[config.mk]
export PLATFORM = sky130hd
export DESIGN_NAME = pe_mac_drain
export DESIGN_NICKNAME = d
export VERILOG_FILES = /design/src/rtl/pe_mac_drain.sv
export SDC_FILE = /design/constraint.sdc
export NUM_CORES = 1
export LEC_CHECK = 0
export BUFFER_PORTS_ARGS = -buffer_cell sky130_fd_sc_hd__buf_2
export CAP_MARGIN = 25
export CORE_MARGIN = 5
export CORE_UTILIZATION = 60
export CTS_CLUSTER_SIZE = 20
export DETAILED_ROUTE_END_ITERATION = 12
export PLACE_DENSITY_LB_ADDON = 0.05
export SLEW_MARGIN = 30
export SYNTH_ARGS = -nofsm -noshare
export SYNTH_HDL_FRONTEND = slang
export SYNTH_SLANG_ARGS = --single-unit
[constraint.sdc]
create_clock -name clk -period 11.1 [get_ports clk]
set_clock_uncertainty 0.1 [all_clocks]
set_input_delay 1.665 -clock clk [delete_from_list [all_inputs] [get_ports clk]]
set_output_delay 1.665 -clock clk [all_outputs]
set_load 0.01 [all_outputs]
[src/rtl/pe_mac_drain.sv]
// ============================================================================
// Module   : pe_mac_drain
// Purpose  : Output-stationary systolic MAC processing element with operand
//            forwarding, optional saturation and a column drain chain.
// Revision : 1.0 - initial release
// ============================================================================
`default_nettype none

module pe_mac_drain #(
    parameter int DATA_W   = 8,
    parameter int ACC_W    = 24,
    parameter int SATURATE = 1
) (
    input  logic              clk,
    input  logic              rst,
    input  logic              clear,
    input  logic              signed_mode,
    input  logic [DATA_W-1:0] a_in,
    input  logic              a_valid_in,
    input  logic [DATA_W-1:0] b_in,
    input  logic              b_valid_in,
    output logic [DATA_W-1:0] a_out,
    output logic              a_valid_out,
    output logic [DATA_W-1:0] b_out,
    output logic              b_valid_out,
    input  logic              drain_start,
    input  logic [ACC_W-1:0]  psum_in,
    input  logic              psum_valid_in,
    output logic [ACC_W-1:0]  psum_out,
    output logic              psum_valid_out,
    output logic              overflow,
    output logic              draining
);

    typedef enum logic [0:0] {
        S_COMPUTE = 1'b0,
        S_DRAIN   = 1'b1
    } state_t;

    state_t              state_q, state_d;
    logic [ACC_W-1:0]    acc_q, acc_d;
    logic [DATA_W-1:0]   a_q, a_d, b_q, b_d;
    logic                a_valid_q, a_valid_d, b_valid_q, b_valid_d;
    logic [ACC_W-1:0]    psum_q, psum_d;
    logic                psum_valid_q, psum_valid_d;
    logic                ovf_q, ovf_d;

    logic [2*DATA_W-1:0] w_a_wide, w_b_wide, w_prod;
    logic [ACC_W:0]      w_prod_ext, w_acc_ext, w_sum;
    logic [ACC_W-1:0]    w_acc_base, w_mac_res;
    logic                w_mac_en, w_capture, w_mac_ovf;

    // Extending both operands to the full product width makes the low half of
    // an unsigned multiply correct for signed and unsigned operands alike.
    assign w_a_wide = {{DATA_W{signed_mode & a_in[DATA_W-1]}}, a_in};
    assign w_b_wide = {{DATA_W{signed_mode & b_in[DATA_W-1]}}, b_in};
    assign w_prod   = w_a_wide * w_b_wide;

    assign w_mac_en   = a_valid_in & b_valid_in;
    assign w_capture  = (state_q == S_COMPUTE) & drain_start;
    // On a drain capture the new accumulation starts from zero in the same cycle.
    assign w_acc_base = w_capture ? '0 : acc_q;

    assign w_prod_ext = {{(ACC_W + 1 - 2*DATA_W){signed_mode & w_prod[2*DATA_W-1]}}, w_prod};
    assign w_acc_ext  = {signed_mode & w_acc_base[ACC_W-1], w_acc_base};
    assign w_sum      = w_acc_ext + w_prod_ext;

    assign w_mac_ovf = signed_mode ? (w_sum[ACC_W] ^ w_sum[ACC_W-1]) : w_sum[ACC_W];

    generate
        if (SATURATE != 0) begin : g_sat
            logic [ACC_W-1:0] w_limit;
            // Unsigned sums of products can only exceed the top; signed ones clamp by sign.
            assign w_limit   = !signed_mode  ? {ACC_W{1'b1}} :
                               w_sum[ACC_W]  ? {1'b1, {(ACC_W-1){1'b0}}} :
                                               {1'b0, {(ACC_W-1){1'b1}}};
            assign w_mac_res = w_mac_ovf ? w_limit : w_sum[ACC_W-1:0];
        end else begin : g_wrap
            assign w_mac_res = w_sum[ACC_W-1:0];
        end
    endgenerate

    always_comb begin
        state_d      = state_q;
        psum_d       = psum_q;
        psum_valid_d = 1'b0;
        a_d          = a_in;
        a_valid_d    = a_valid_in;
        b_d          = b_in;
        b_valid_d    = b_valid_in;
        acc_d        = w_mac_en ? w_mac_res : w_acc_base;
        ovf_d        = ovf_q | (w_mac_en & w_mac_ovf);

        case (state_q)
            S_COMPUTE: begin
                if (drain_start) begin
                    psum_d       = acc_q;
                    psum_valid_d = 1'b1;
                    state_d      = S_DRAIN;
                end
            end
            S_DRAIN: begin
                psum_d       = psum_in;
                psum_valid_d = psum_valid_in;
                state_d      = psum_valid_in ? S_DRAIN : S_COMPUTE;
            end
            default: state_d = S_COMPUTE;
        endcase

        if (clear) begin
            state_d      = S_COMPUTE;
            psum_d       = '0;
            psum_valid_d = 1'b0;
            a_d          = '0;
            a_valid_d    = 1'b0;
            b_d          = '0;
            b_valid_d    = 1'b0;
            acc_d        = '0;
            ovf_d        = 1'b0;
        end
    end

    always_ff @(posedge clk) begin
        if (rst) begin
            state_q      <= S_COMPUTE;
            acc_q        <= '0;
            a_q          <= '0;
            a_valid_q    <= 1'b0;
            b_q          <= '0;
            b_valid_q    <= 1'b0;
            psum_q       <= '0;
            psum_valid_q <= 1'b0;
            ovf_q        <= 1'b0;
        end else begin
            state_q      <= state_d;
            acc_q        <= acc_d;
            a_q          <= a_d;
            a_valid_q    <= a_valid_d;
            b_q          <= b_d;
            b_valid_q    <= b_valid_d;
            psum_q       <= psum_d;
            psum_valid_q <= psum_valid_d;
            ovf_q        <= ovf_d;
        end
    end

    assign a_out          = a_q;
    assign a_valid_out    = a_valid_q;
    assign b_out          = b_q;
    assign b_valid_out    = b_valid_q;
    assign psum_out       = psum_q;
    assign psum_valid_out = psum_valid_q;
    assign overflow       = ovf_q;
    assign draining       = (state_q == S_DRAIN);

endmodule

`default_nettype wire

==> metrics.txt <==
PortBufs=approximately 90; clock sinks=between 60 and 70; grt met3 use=3.56%; Post-synth EDFFs=0; CTS H-tree depth=3; Cell variety after synth=59; M1 GR Usage=29.5%; slowest stage delay, CP=0.55 ns; clock buffer depth=2; period utilisation layout=87.9%; CP max stage cell=fa_1; final antenna-violating net count=0; post-route setup slack=around 1.3 ns; busiest layer in global routing=met2; Worst-path clk slew=about 0.06 ns; maximum vdd drop=around 160 uV; Filler Cells Inserted=between 900 and 1000; vias in the first global route=5974; dominant synthesized flop cell=dfxtp_1; CTS Root Cell=clkbuf_16; post-DP HPWL=about 12000 um; 1st-iter DRT viols=approximately 300; Die W=~120 um; Syn Area/Cell=about 8.6 sq um; die area=~14000 sq um; Post-DP Area=7430 sq um; post-synthesis sequential area ratio=between 10% and 20%; worst-margin pin slew=0.920 ns; Final Instance Area=7740 sq um; ant diodes=0; startpoint types=primary input; PD cells=about 220 nW/um^2; Lkg Pwr=between 3 and 4 nW; number of top-level pins=93; share of cells above drive strength 1=approximately 17%; initial antenna violation count=0; relative slew slack=38.7%; largest family of logic cells by synthesized area=adder cells; Die H=118 um; Syn Std Cell Area=between 6000 and 7000 sq um; Final Hold Viols=0; status=completed; critical path arrival=between 9 and 10 ns; RSZ-0062 raised after global routing=no; synthesized instance count=approximately 810; XOR/XNOR share of the synthesized area=between 5 and 6%; Layout area overhead=11.6%; Vias=5748; post-layout minimum cycle time=9.76 ns; max frequency=102 MHz; DR WL/cell=between 15 and 20 um; Core Rows=39; CP Class=primary input to flip-flop; CP required=11.19 ns; final wirelength=between 15000 and 20000 um; pre-CTS setup slack=around 1.1 ns; crit end category=flip-flop; met2 Usage GRT=41.7%; core box area=approximately 11000 sq um; MaxCap Viol Count=0; post-CTS setup buffer count=0; Post-Synth Adder-Cell Area=between 20% and 30%; first-pass GRT wire length=roughly 28000 um; Final Setup Violations=0; Post-CTS Hold Fix Bufs=0; simple logic cell fraction of the synthesized area=roughly a fifth; clk_lat worst skew=between 0.3 and 0.4 ns; drc violations=0; Total GRT Usage=23.7%; fin. max-slew vios=0; CTS Buf Count=9; mux share of post-synthesis cell area=3.75%; initial core utilization=61.0%; setup TNS=0 ns; Yosys warning count=0; Hold Crit Class=flip-flop to flip-flop; Synth async-reset ratio=0%; Resized cells post-CTS=0; pin count of the biggest net entering global routing=52; routed vias/inst=around 5.6; Syn Nets=about 970; setup slack, reg-to-reg=5.65 ns; post-synthesis compound-gate area fraction=between 10% and 20%; nets=between 1000 and 1500; register bit total from synthesis=between 60 and 70; grt total ovfl=0; CTS tree=yes; router iterations before antenna repair=5; crit-path max FO=21; Worst path most repeated cell=fa_1; GP Congestion=0.886
-- placed cells by master (no fill, tap or decap), types with 3 or more instances in the layout --
master / n
a221o_1: 3
and2_1: 81
xor2_1: 14
nor3_1: 13
mux2i_1: 26
clkbuf_16: 9
a211oi_2: 13
nand3_1: 3
fa_1: 64
nor2b_1: 3
buf_4: 3
a21o_1: 13
a211o_1: 4
and3_1: 8
a21oi_1: 60
o31a_1: 4
nor2_1: 88
or2_2: 3
inv_1: 90
a211oi_1: 5
nand2_1: 53
a31oi_1: 3
dfxtp_1: 68
nor3_2: 8
o21a_1: 7
xnor2_1: 21
o21bai_1: 7
o21ai_0: 14
ha_1: 54
nand2b_1: 4
buf_2: 92
-- metal layers --
layer  wire [um]  part of all wire, %  vias to the layer above
met5           0                    0                        -
met4         352                  2.2                        0
met3         685                  4.3                       28
met2        8130                   51                      136
met1        6730                   42                     2794
li1            -                    -                     2790
-- final timing paths --
kind / from / end / cells past startpoint
max reg2reg: draining$_SDFF_PP0_ / acc_q[18]$_SDFF_PP0_ / 17
min reg2reg: overflow$_SDFF_PP0_ / overflow$_SDFF_PP0_ / 1
min: overflow$_SDFF_PP0_ / overflow$_SDFF_PP0_ / 1
max: signed_mode / acc_q[18]$_SDFF_PP0_ / 33
-- worst max-delay path: cells and delay by family --
family,cells,cell delay (ns)
AOI/OAI and AO/OA,15,2.98
xor gates and xnor gates,1,0.10
adders and majority gates,7,3.34
buffers and inverters,6,0.71
and+or+nand+nor,4,1.05
-- final cells by class --
class / count / area (sq um) / area share (%)
timing repair buffer: 95 / 483 / 6.24
clock buffer: 11 / 253 / 3.26
sequential: 68 / 1360 / 17.6
inverter: 91 / 347 / 4.48
multi-input combinational: 607 / 5060 / 65.4
tap: 143 / 179 / 2.31
clock inverter: 5 / 58.8 / 0.759
-- registers in the layout (all words and copies together), names as in the netlist --
register	count
acc_q	24
psum_out	24
a_out	8
b_out	8
a_valid_out	1
b_valid_out	1
draining	1
overflow	1
-- Yosys cell counts, types with 8 or more instances --
cell / count / area share [%]
dfxtp_1: 68 / 20
ha_1: 54 / 9.7
a21o_1: 13 / 1.4
nand2_1: 53 / 2.9
xor2_1: 14 / 1.8
nor3_1: 13 / 0.94
o21ai_0: 14 / 1.0
mux2i_1: 26 / 3.8
nor3_2: 8 / 1.2
fa_1: 64 / 18
and2_1: 81 / 7.3
xnor2_1: 21 / 2.7
nor2_1: 88 / 4.8
a211oi_2: 13 / 2.3
inv_1: 90 / 4.9
a21oi_1: 60 / 4.3
and3_1: 8 / 0.72
clkbuf_1: 32 / 1.7
-- metrics by stage --
step           cells  hold WS [ns]  util (%)  power, W
6_report        1020         0.393      68.1   0.00170
2_1_floorplan    805         0.399         -   0.00119
3_3_place_gp    1004         0.349      65.4   0.00137
3_5_place_dp    1004         0.372      65.4   0.00140
5_1_grt         1020         0.424      68.1   0.00187
4_1_cts         1020         0.385      68.1   0.00171
-- cells by family after synthesis --
family	Yosys count
flip-flops	68
AO/OA/AOI/OAI	153
multiplexers	26
adder cells (fa/ha/maj)	118
AND/OR/NAND/NOR	273
buffers and inverters	130
XOR/XNOR	37
-- where the power goes --
| group | total [W] | internal [W] | leakage [nW] | switching (W) |
|---|---|---|---|---|
| Combinational | 0.00115 | 0.000481 | 3.18 | 0.000665 |
| Clock | 0.000299 | 0.000186 | 0.148 | 0.000113 |
| Sequential | 0.000260 | 0.000255 | 0.553 | 0.00000518 |
| Total | 0.00170 | 0.000922 | 3.88 | 0.000783 |
Note: power is estimated with default switching activity, not from simulation.
